[src/rtl/alu_pkg.sv]
// Shared opcode constants and FSM state type for alu_seq.
// The BUSY state exists only when ALU_SEQ_MUL_EN is defined.
package alu_pkg;

  localparam logic [2:0] ALU_OP_ADD = 3'b000;
  localparam logic [2:0] ALU_OP_SUB = 3'b001;
  localparam logic [2:0] ALU_OP_ADC = 3'b010;
  localparam logic [2:0] ALU_OP_MUL = 3'b011;
  localparam logic [2:0] ALU_OP_AND = 3'b100;
  localparam logic [2:0] ALU_OP_OR  = 3'b101;
  localparam logic [2:0] ALU_OP_XOR = 3'b110;
  localparam logic [2:0] ALU_OP_NOT = 3'b111;

  typedef enum logic [1:0] {
    ST_IDLE = 2'd0,
`ifdef ALU_SEQ_MUL_EN
    ST_BUSY = 2'd1,
`endif
    ST_DONE = 2'd2
  } alu_state_t;

  function automatic logic is_arith(input logic [2:0] op);
    return (op == ALU_OP_ADD) || (op == ALU_OP_SUB) || (op == ALU_OP_ADC);
  endfunction

endpackage

[src/rtl/alu_mul_iter.sv]
// Iterative unsigned shift-add multiplier: start loads operands and applies
// partial product 0; WIDTH-1 further cycles follow, done pulses once with prod final.
module alu_mul_iter #(
  parameter int unsigned WIDTH = 8
) (
  input  logic                 clk,
  input  logic                 rst,
  input  logic                 start,
  input  logic [WIDTH-1:0]     i_a,
  input  logic [WIDTH-1:0]     i_b,
  output logic                 done,
  output logic [2*WIDTH-1:0]   o_prod
);

  localparam int unsigned CW = $clog2(WIDTH);

  logic [2*WIDTH-1:0] r_acc;
  logic [2*WIDTH-1:0] r_mcand;
  logic [WIDTH-1:0]   r_mplier;
  logic [CW-1:0]      r_cnt;
  logic               r_done;

  always_ff @(posedge clk) begin
    if (rst) begin
      r_acc    <= '0;
      r_mcand  <= '0;
      r_mplier <= '0;
      r_cnt    <= '0;
      r_done   <= 1'b0;
    end else begin
      r_done <= 1'b0;
      if (start) begin
        // bit 0 of the multiplier is consumed on the start cycle so the
        // remaining WIDTH-1 bits finish exactly WIDTH cycles after start
        r_acc    <= i_b[0] ? {{WIDTH{1'b0}}, i_a} : '0;
        r_mcand  <= {{(WIDTH-1){1'b0}}, i_a, 1'b0};
        r_mplier <= {1'b0, i_b[WIDTH-1:1]};
        r_cnt    <= CW'(WIDTH-1);
      end else if (r_cnt != '0) begin
        if (r_mplier[0]) begin
          r_acc <= r_acc + r_mcand;
        end
        r_mcand  <= r_mcand << 1;
        r_mplier <= r_mplier >> 1;
        r_cnt    <= r_cnt - CW'(1);
        if (r_cnt == CW'(1)) begin
          r_done <= 1'b1;
        end
      end
    end
  end

  assign done   = r_done;
  assign o_prod = r_acc;

endmodule

[src/rtl/alu_seq.sv]
// Handshaked sequential ALU with IDLE/BUSY/DONE control and registered flags.
// Define ALU_SEQ_MUL_EN to build the iterative multiplier and BUSY state.
module alu_seq
  import alu_pkg::*;
#(
  parameter int unsigned WIDTH = 8
) (
  input  logic             clk,
  input  logic             rst,
  input  logic             in_valid,
  output logic             in_ready,
  input  logic [WIDTH-1:0] A,
  input  logic [WIDTH-1:0] B,
  input  logic [2:0]       S,
  output logic             out_valid,
  input  logic             out_ready,
  output logic [WIDTH-1:0] Out,
  output logic             Zero,
  output logic             C_Out,
  output logic             Overflow,
  output logic             Negative
);

  alu_state_t       r_state;
  alu_state_t       w_state_next;

  logic [WIDTH-1:0] r_out;
  logic             r_zero;
  logic             r_cout;
  logic             r_ovf;
  logic             r_neg;
  logic             r_cf;

  logic [WIDTH-1:0] w_opb;
  logic             w_cin;
  logic [WIDTH:0]   w_sum;
  logic [WIDTH-1:0] w_alu_res;
  logic             w_alu_c;
  logic             w_alu_v;

  logic             w_load;
  logic             w_cf_load;
  logic [WIDTH-1:0] w_res;
  logic             w_c;
  logic             w_v;

`ifdef ALU_SEQ_MUL_EN
  logic               w_mul_start;
  logic               w_mul_done;
  logic [2*WIDTH-1:0] w_prod;

  alu_mul_iter #(
    .WIDTH(WIDTH)
  ) u_mul (
    .clk   (clk),
    .rst   (rst),
    .start (w_mul_start),
    .i_a   (A),
    .i_b   (B),
    .done  (w_mul_done),
    .o_prod(w_prod)
  );
`endif

  // Single-cycle datapath; operands come straight from the ports at accept.
  always_comb begin
    w_opb = B;
    w_cin = 1'b0;
    case (S)
      ALU_OP_SUB: begin
        w_opb = ~B;
        w_cin = 1'b1;
      end
      ALU_OP_ADC: w_cin = r_cf;
      default: ;
    endcase
    w_sum = {1'b0, A} + {1'b0, w_opb} + {{WIDTH{1'b0}}, w_cin};

    w_alu_res = '0;
    w_alu_c   = 1'b0;
    w_alu_v   = 1'b0;
    case (S)
      ALU_OP_ADD, ALU_OP_SUB, ALU_OP_ADC: begin
        w_alu_res = w_sum[WIDTH-1:0];
        w_alu_c   = w_sum[WIDTH];
        w_alu_v   = (A[WIDTH-1] == w_opb[WIDTH-1]) && (w_sum[WIDTH-1] != A[WIDTH-1]);
      end
      ALU_OP_AND: w_alu_res = A & B;
      ALU_OP_OR:  w_alu_res = A | B;
      ALU_OP_XOR: w_alu_res = A ^ B;
      ALU_OP_NOT: w_alu_res = ~A;
      default: ;
    endcase
  end

  always_ff @(posedge clk) begin
    if (rst) begin
      r_state <= ST_IDLE;
    end else begin
      r_state <= w_state_next;
    end
  end

  always_comb begin
    w_state_next = r_state;
    w_load       = 1'b0;
    w_cf_load    = 1'b0;
    w_res        = w_alu_res;
    w_c          = w_alu_c;
    w_v          = w_alu_v;
`ifdef ALU_SEQ_MUL_EN
    w_mul_start  = 1'b0;
`endif
    case (r_state)
      ST_IDLE: begin
        if (in_valid) begin
`ifdef ALU_SEQ_MUL_EN
          if (S == ALU_OP_MUL) begin
            w_state_next = ST_BUSY;
            w_mul_start  = 1'b1;
          end else begin
            w_state_next = ST_DONE;
            w_load       = 1'b1;
            w_cf_load    = is_arith(S);
          end
`else
          w_state_next = ST_DONE;
          w_load       = 1'b1;
          w_cf_load    = is_arith(S);
`endif
        end
      end
`ifdef ALU_SEQ_MUL_EN
      ST_BUSY: begin
        if (w_mul_done) begin
          w_state_next = ST_DONE;
          w_load       = 1'b1;
          w_res        = w_prod[WIDTH-1:0];
          w_c          = |w_prod[2*WIDTH-1:WIDTH];
          w_v          = 1'b0;
        end
      end
`endif
      ST_DONE: begin
        if (out_ready) begin
          w_state_next = ST_IDLE;
        end
      end
      default: w_state_next = ST_IDLE;
    endcase
  end

  always_ff @(posedge clk) begin
    if (rst) begin
      r_out  <= '0;
      r_zero <= 1'b1;
      r_cout <= 1'b0;
      r_ovf  <= 1'b0;
      r_neg  <= 1'b0;
      r_cf   <= 1'b0;
    end else if (w_load) begin
      r_out  <= w_res;
      r_zero <= (w_res == '0);
      r_neg  <= w_res[WIDTH-1];
      r_cout <= w_c;
      r_ovf  <= w_v;
      if (w_cf_load) begin
        r_cf <= w_c;
      end
    end
  end

  assign in_ready  = (r_state == ST_IDLE);
  assign out_valid = (r_state == ST_DONE);
  assign Out       = r_out;
  assign Zero      = r_zero;
  assign C_Out     = r_cout;
  assign Overflow  = r_ovf;
  assign Negative  = r_neg;

endmodule
[config.mk]
export PLATFORM = sky130hd
export DESIGN_NAME = alu_seq
export DESIGN_NICKNAME = d
export VERILOG_FILES = /design/src/rtl/alu_pkg.sv /design/src/rtl/alu_mul_iter.sv /design/src/rtl/alu_seq.sv
export SDC_FILE = /design/constraint.sdc
export NUM_CORES = 1
export LEC_CHECK = 0
export ABC_AREA = 1
export BUFFER_PORTS_ARGS = -buffer_cell sky130_fd_sc_hd__buf_4
export CAP_MARGIN = 30
export CORE_UTILIZATION = 55
export DETAILED_ROUTE_END_ITERATION = 6
export PLACE_DENSITY = 0.87
export SYNTH_ARGS = -nofsm -noshare
export SYNTH_HDL_FRONTEND = slang
export SYNTH_SLANG_ARGS = --single-unit
[constraint.sdc]
create_clock -name clk -period 3.4 [get_ports clk]
set_clock_uncertainty 0.15 [all_clocks]
set_input_delay 0.51 -clock clk [delete_from_list [all_inputs] [get_ports clk]]
set_output_delay 0.51 -clock clk [all_outputs]
set_load 0.05 [all_outputs]
==> results of run 1 <==
## layout make-up
type                    count  area share, %
multi-input cells         181           58.7
repair buffers             37           14.4
flip-flops and latches     13           13.5
inverters                  50           10.0
well taps                  31           2.01
clock buffers               4           1.36
## cells in the final DEF (no fill, tap or decap), drive strengths merged
master | netlist | final
o21ai | 14 | 14
nor2 | 27 | 27
o211ai | 2 | 2
xor2 | 8 | 8
inv | 50 | 50
buf | 6 | 37
clkbuf | 0 | 4
or2 | 1 | 1
nand3b | 1 | 1
fa | 2 | 2
a21oi | 10 | 10
nand3 | 25 | 25
o21a | 1 | 1
o22ai | 5 | 5
nand4 | 7 | 7
ha | 23 | 23
nor3 | 1 | 1
nand2 | 54 | 54
dfxtp | 13 | 13
## flip-flops by register name, indices dropped and copies added, names as in the netlist
name / cells
Out: 8
C_Out: 1
Overflow: 1
Zero: 1
r_cf: 1
r_state: 1
## worst max-delay path: cells and delay by family
kind                       cells  cell delay (ns)
and+or+nand+nor               11             0.82
adders and majority gates      2             0.85
buffers and inverters          2             0.30
xor gates and xnor gates       1             0.18
## layer usage
layer	vias up	wire [µm]	GRT usage [%]
li1	863	-	-
met1	746	1560	29.4
met2	43	1800	43.9
met3	2	174	5.07
met4	0	16	3.14
met5	-	0	0
## worst max path at each step
stage                     start    to  slack [ns]  cells after the start
after global routing       S[2]  Zero        0.56                     16
after floorplan            S[1]  Zero        0.55                     16
after detailed placement   S[2]  Zero        0.46                     16
final                      S[2]  Zero        0.75                     16
after global placement     S[2]  Zero        0.56                     16
after CTS                  S[2]  Zero        0.76                     16
## metrics by stage
| stage | cells | worst slack (ns) |
|---|---|---|
| floorplan | 250 | 0.550 |
| global placement | 312 | 0.555 |
| detailed placement | 312 | 0.463 |
| CTS | 316 | 0.757 |
| global route | 316 | 0.556 |
| finish | 316 | 0.746 |
## synthesized netlist by cell type (3+ instances only)
master,instances
nor2_2,3
ha_1,23
nand2_1,51
nand4_1,7
a21oi_1,9
o21ai_1,5
nand3_2,5
buf_6,3
o21ai_0,9
nor2_1,23
dfxtp_1,13
inv_1,47
xor2_1,8
nand3_1,20
o22ai_1,5
## cell families (layout without fill, tap and decap cells)
group | Yosys count | after routing
and+or+nand+nor | 116 | 116
DFF | 13 | 13
adders and majority gates | 25 | 25
AOI/OAI and AO/OA | 32 | 32
buffers and inverters | 56 | 91
xor gates and xnor gates | 8 | 8
## power by group through the flow
stage	Sequential, W	Clock, W	Combinational [W]
after floorplan	0.000215	0	0.000172
after global placement	0.000175	0	0.000283
after detailed placement	0.000175	0	0.000288
after CTS	0.000171	0.0000973	0.000289
after global routing	0.000173	0.000104	0.000323
final	0.000171	0.0000933	0.000290
==> results.yml, run 1 <==
status:
  status: "finished, final reports clean"
worst_hold_path:
  min-delay-start: "rst"
  min_to: "C_Out"
  hold_class: "in2reg"
  whs_path_depth: 2
cts:
  clock-sinks: 13
  clk_path_buf_depth: 2
  cts_resized: 0
  tritoncts: "built"
  htree_levels: 1
  clk_pin_slew_worst_paths_ns: 0.07
  insertion_delay_ns: 0.27
  cts_setup_buffers: 0
  root_buffer: "clkbuf_4"
  cts.hold.buffers_added: 0
  cts_buffers: 3
synthesis:
  ys_seq_area_share_pct: 15.9
  syn_area_um2: 1640
  synth_top_family_by_area: "simple AND/OR/NAND/NOR gates"
  synth-seq-cells: 13
  synth_flop_cell: "dfxtp_1"
  netlist_top_cells_area: "ha_1, dfxtp_1, nand2_1"
  async_flop_share_pct: 0
  synth_compound_area_share_pct: 10.9
  syn-num-nets: 298
  syn_inst: 250
  synth_edf_count: 0
  yosys.area.top_type: "ha_1"
  syn_avg_cell_area_um2: 6.54
  synthDistinctLibCells: 29
  yosys_warnings: 0
  synth_fa_ha_area_share_pct: 20.0
  yosys.area_share.simple_pct: 33.9
  synth_xor_area_share_pct: 4.28
  synth_top_area_share_pct: 17.6
  muxShareOfSynthArea_pct: 0
drt:
  detail-route-antenna-nets: 0
  drtPass1Iterations: 4
  drt-initial-drc-count: 86
  viasPerCell: 5.23
  drc: 0
  drt_wl_total_mm: 3.56
  wire_per_inst_um: 11.3
  vias: 1654
floorplanning:
  pin_count: 37
  fp.dieW_um: 56.5
  core_area_um2: 2780
  die_h_um: 56.5
  start_util_pct: 58.8
  rows: 19
  die_area_um2: 3200
worst_setup_path:
  crit_path_end_kind: "flop"
  worstPathArrival_ns: 2.68
  cp.required_ns: 3.42
  crit_type: "in2reg"
  r2r-end: "Zero"
  worst-path-max-fanout: 12
  reg2reg_from: "r_cf"
  worstSetupStartpointType: "input pin"
  r2r_slack_ns: 1.14
  max_stage_delay_ns: 0.43
  path_common_cell: "nand2_1"
  r2r_cells: 14
  crit_slowest_cell: "fa_1"
  crit_chain: "buf_4 > inv_2 > nand3_2 > xor2_1 > fa_1 > fa_1 > nand2_1 > nand2_1 > nand3_1 > nand2_1 > nand2_1 > nand3_1 > nand2_1 > nor2_1 > nand3_1 > nand2_1"
power_and_ir_drop:
  peakVddDrop_uv: 349
  p_comb_share_pct: 52.2
  p_leak_nw: 1.08
  p_clk_share_pct: 16.8
  intPower_w: 0.000314
  power_w: 0.000555
  power.switching_w: 0.000241
  netSwitchingFraction_pct: 43.4
  power.density_nw_per_um2: 288
  p_seq_share_pct: 30.9
global_route:
  grt_antenna_before_repair: 0
  grt_max_degree: 14
  grt_pass1_wl_mm: 6.26
  grt_usage_pct: 24.0
  grt_pass1_vias: 1546
  overflow: 0
timing:
  min_period_over_period_pct: 78.0
  rsz0062_at_grt: "false"
  min_period_ns: 2.65
  setup_violations: 0
  whs_ns: 0.320
  hold_viol_final: 0
  max_slew_margin_pct: 75.4
  slew_viol_final: 0
  worstMarginPinSlew_ns: 0.369
  fmax_ghz: 0.377
  finalSetupTns_ns: 0
cells_and_area:
  seq_area_um2: 260
  nets: 334
  drive_above_1_share_pct: 20.0
  num_antenna_cells: 0
  postLayoutCellArea_um2: 1930
  n_fill_cell: 258
  multi_input_area_um2: 1130
  synthToLayoutAreaGrowth_pct: 17.8
  fin_util_pct: 69.2
place:
  placed_area_um2: 1900
  hpwlAfterDp_mm: 2.89
  io_buffers: 36
  gp_congestion: 0.892
flow_run:
  cap_viol_max_count: 0
Power figures use the tool's default switching activity.
==> run 2: changes to the inputs <==
clock period = 2.8 ns   (was 3.4 ns; I/O delays follow)
==> run 2 against run 1 <==
Effect of this change:
- clock-buffer cell count stayed put
- combinational power up 23%
- cell count is 1.3% higher
- final area increased by 1.6%
- first-iteration DRC count decreased by 31%
- non-clock buffer count up 4
- sequential share of layout area down 0.21 points
- register-to-register slack worse by 0.68 ns
==> results.yml, run 2 (same netlist as run 1, synthesis figures left out) <==
cts:
  clock-sinks: 13
  htree_levels: 1
  cts_buffers: 3
  cts.hold.buffers_added: 0
  clk_path_buf_depth: 2
  clk_pin_slew_worst_paths_ns: 0.08
  root_buffer: "clkbuf_4"
  insertion_delay_ns: 0.28
  cts_setup_buffers: 0
  cts_resized: 0
  tritoncts: "built"
power_and_ir_drop:
  p_leak_nw: 1.10
  peakVddDrop_uv: 479
  power.density_nw_per_um2: 349
drt:
  wire_per_inst_um: 11.2
  drt-initial-drc-count: 59
  vias: 1671
  drtPass1Iterations: 5
  detail-route-antenna-nets: 0
  drt_wl_total_mm: 3.59
  viasPerCell: 5.22
  drc: 0
worst_setup_path:
  worst-path-max-fanout: 8
  r2r_cells: 14
  crit_type: "in2reg"
  worstPathArrival_ns: 2.51
  cp-startpoint: "S[0]"
  cp.required_ns: 2.83
  reg2reg_from: "r_cf"
  crit_path_end_kind: "flop"
  worstSetupStartpointType: "input pin"
floorplanning:
  rows: 19
  die_h_um: 56.5
  core_area_um2: 2780
  pin_count: 37
  die_area_um2: 3200
  fp.dieW_um: 56.5
  start_util_pct: 58.8
timing:
  slew_viol_final: 0
  rsz0062_at_grt: "false"
  fmax_ghz: 0.402
  worstMarginPinSlew_ns: 0.407
  hold_viol_final: 0
  min_period_over_period_pct: 88.8
  max_slew_margin_pct: 72.8
  setup_violations: 0
  min_period_ns: 2.49
  finalSetupTns_ns: 0
place:
  io_buffers: 36
  gp_congestion: 0.919
  hpwlAfterDp_mm: 2.99
cells_and_area:
  nets: 338
  mostFrequentLayoutCells: "nand2_1, inv_1, buf_4"
  largest_reg_flops: 8
  n_fill_cell: 242
  drive_above_1_share_pct: 21.1
  synthToLayoutAreaGrowth_pct: 19.6
  layout_commonest_cell: "nand2_1"
  num_antenna_cells: 0
  fin_util_pct: 70.3
global_route:
  grt_antenna_before_repair: 0
  overflow: 0
  grt_usage_pct: 24.0
  grt_pass1_wl_mm: 6.22
  grt_max_degree: 14
  grt_pass1_vias: 1518
worst_hold_path:
  hold_class: "in2reg"
  min-delay-start: "rst"
  whs_path_depth: 2
flow_run:
  cap_viol_max_count: 0
status:
  status: "finished, final reports clean"
==> run 2: changes by cell type in the layout (fill, tap and decap cells not counted), sizes merged <==
cell / delta
buf: +4
==> run 2: path summary, 6_finish.rpt <==
kind / slack [ns] / endpoint
setup reg to reg: 0.46 / Zero
hold reg to reg: 0.32 / Overflow
hold / removal: 0.22 / C_Out
setup / recovery: 0.31 / Zero
==> run 2: final cells by class <==
class,count,area (µm²),share of cell area [%]
tap,31,38.8,1.98
inverter,50,193,9.85
sequential,13,260,13.3
clock buffer,4,26.3,1.34
timing repair buffer,41,308,15.7
multi-input combinational,181,1130,57.8
==> run 2: critical path, stage by stage <==
cell     delay (ns)
buf_4          0.18
nand3_2        0.14
xor2_1         0.18
fa_1           0.43
fa_1           0.41
nand2_1        0.12
nand2_1        0.08
nand3_1        0.09
nand2_1        0.06
nand2_1        0.08
nand3_1        0.07
nand2_1        0.09
nor2_1         0.04
nand3_1        0.07
nand2_1        0.05
==> run 2: through the flow <==
stage / area (µm²) / hold slack, ns / setup slack [ns] / total power, W / cells
floorplan: 1640 / 0.294 / 0.0399 / 0.000470 / 250
global placement: 1930 / 0.306 / 0.143 / 0.000560 / 316
detailed placement: 1930 / 0.316 / 0.0326 / 0.000568 / 316
CTS: 1960 / 0.220 / 0.321 / 0.000682 / 320
global route: 1960 / 0.209 / 0.115 / 0.000738 / 320
finish: 1960 / 0.222 / 0.313 / 0.000682 / 320
==> run 2: layer usage <==
metal | global-route usage (%) | vias to the layer above | wire length (µm)
met5 | 0 | - | 0
met4 | 3.83 | 0 | 33
met3 | 4.84 | 8 | 183
met2 | 43.0 | 46 | 1820
met1 | 30.0 | 750 | 1550
li1 | - | 867 | -
==> run 2: power breakdown <==
| group | switching, W | internal, W | total, W | leakage [nW] |
|---|---|---|---|---|
| sequential | 0.00000841 | 0.000200 | 0.000208 | 0.107 |
| clock | 0.0000616 | 0.0000553 | 0.000117 | 0.0150 |
| combinational | 0.000227 | 0.000130 | 0.000356 | 0.982 |
| total | 0.000297 | 0.000385 | 0.000682 | 1.10 |
==> run 3: changes to the inputs <==
CORE_UTILIZATION = 49   (was 55)
GPL_TIMING_DRIVEN = 0   (was unset)
HOLD_SLACK_MARGIN = 0.12   (was unset)
PLACE_DENSITY = 0.79   (was 0.87)
==> run 3 against run 2 <==
Effect of this change:
- total power increased by 0.16%
- cell count increased by 3.8%
- sequential share of layout area shrank 0.16 points
- global-route usage is 3.3 points lower
- sequential cell count unchanged
- die area is 12% higher
- critical path depth is 1 higher
- clock-buffer cell count unchanged
- sequential power about the same
- combinational power about the same
- critical path type unchanged
==> results.yml, run 3 (same netlist as run 1, synthesis figures left out) <==
worst_hold_path:
  whs_path_depth: 3
  min-delay-start: "out_ready"
  min_to: "r_state[1]"
  hold_class: "in2reg"
worst_setup_path:
  crit_chain: "buf_6 > inv_2 > nand3_4 > xor2_1 > fa_1 > fa_1 > nand2_1 > nand2_1 > nand3_1 > nand2_1 > nand2_1 > nand3_1 > nand2_1 > nor2_1 > nand3_1 > nand2_1"
  path_common_cell: "nand2_1"
  worstPathArrival_ns: 2.56
  cp-startpoint: "S[1]"
  cp.required_ns: 2.82
  r2r_cells: 14
  reg2reg_from: "r_cf"
  worstSetupStartpointType: "input pin"
  crit_type: "in2reg"
  worst-path-max-fanout: 9
  crit_family: "simple AND/OR/NAND/NOR gates"
  r2r-end: "Zero"
  crit_path_end_kind: "flop"
  max_stage_delay_ns: 0.43
  worst-path-buf-inv: 2
  crit_slowest_cell: "fa_1"
  r2r_slack_ns: 0.47
global_route:
  grt_max_degree: 11
  grt_usage_pct: 20.7
  grt_antenna_before_repair: 0
  grt_pass1_vias: 1382
  grt_pass1_wl_mm: 5.82
  overflow: 0
cts:
  clk_pin_slew_worst_paths_ns: 0.08
  root_buffer: "clkbuf_4"
  clock-sinks: 13
  cts_buffers: 3
  htree_levels: 1
  clk_path_buf_depth: 2
  insertion_delay_ns: 0.27
  tritoncts: "built"
drt:
  viasPerCell: 4.96
  drt_wl_total_mm: 3.52
  drc: 0
  vias: 1648
  detail-route-antenna-nets: 0
  drt-initial-drc-count: 64
  wire_per_inst_um: 10.6
  drtPass1Iterations: 4
timing:
  finalSetupTns_ns: 0
  min_period_over_period_pct: 90.7
  worstMarginPinSlew_ns: 0.409
  slew_viol_final: 0
  setup_violations: 0
  fmax_ghz: 0.394
  hold_viol_final: 0
  max_slew_margin_pct: 72.7
  timing.final.ws_setup_ns: 0.262
  rsz0062_at_grt: "false"
  min_period_ns: 2.54
cells_and_area:
  drive_above_1_share_pct: 20.5
  synthToLayoutAreaGrowth_pct: 21.0
  largest_reg_flops: 8
  num_antenna_cells: 0
  layout_commonest_cell: "nand2_1"
  seq_area_um2: 260
  multi_input_area_um2: 1140
  nets: 337
  n_fill_cell: 320
  mostFrequentLayoutCells: "nand2_1, inv_1, buf_4"
floorplanning:
  start_util_pct: 52.7
  pin_count: 37
  rows: 20
  die_h_um: 59.8
  core_area_um2: 3100
  die_area_um2: 3570
  fp.dieW_um: 59.8
power_and_ir_drop:
  power.density_nw_per_um2: 345
  peakVddDrop_uv: 132
  p_leak_nw: 1.10
place:
  hpwlAfterDp_mm: 2.90
  dpl_worst_slack_ns: -0.297
  io_buffers: 33
  gp_congestion: 0.854
flow_run:
  cap_viol_max_count: 0
status:
  status: "finished, final reports clean"
==> run 3: cell types whose count changed in the layout (fill, tap and decap cells not counted) <==
cell and delta:
buf_4 -5, nand3_2 -1, buf_6 +3, buf_1 +1, nand3_4 +1
==> run 3: final cells by class <==
cell class	count	area share, %
Buffer	6	2.65
Timing Repair Buffer	34	12.9
Multi-Input combinational cell	181	57.5
Tap cell	44	2.78
Inverter	50	9.73
Sequential cell	13	13.1
Clock buffer	4	1.33
==> run 3: metrics by stage <==
step	std cells	power [W]	util (%)	hold WS (ns)	area, µm²
finish	332	0.000683	63.8	0.309	1980
global route	332	0.000733	63.8	0.322	1980
CTS	331	0.000683	63.5	0.307	1970
detailed placement	327	0.000568	62.5	0.307	1940
global placement	327	0.000560	62.5	0.302	1940
floorplan	250	0.000470	-	0.294	1640
==> run 3: what timing repair did <==
item,in CTS,in global routing
endpoints found under the setup margin,1,4
buffers inserted,0,1
pin swaps,0,1
hold buffers,0,0
resized for setup,1,0
cloned,0,0
==> run 3: worst max path at each step <==
stage	slack, ns	to	depth (start not counted)
floorplan	0.04	Zero	16
global placement	-0.26	Zero	16
detailed placement	-0.30	Zero	16
finish	0.26	Zero	16
CTS	0.11	Zero	16
global route	0.06	Zero	16
==> run 3: metal layers <==
metal / GRT usage [%] / wire, µm / vias up
met4: 2.99 / 8 / 0
met1: 29.0 / 1720 / 735
met5: 0 / 0 / -
met3: 0.649 / 158 / 2
li1: - / - / 867
met2: 36.0 / 1630 / 44
==> run 3: where the power goes <==
part / internal [W] / switching [W] / total [W]
registers: 0.000200 / 0.00000846 / 0.000208
logic: 0.000131 / 0.000228 / 0.000359
clock network: 0.0000552 / 0.0000599 / 0.000115
==> run 3: tightest hold or removal path, stage by stage <==
cell	delay, ns
buf_4	0.07
nor2_1	0.03
o21a_1	0.17
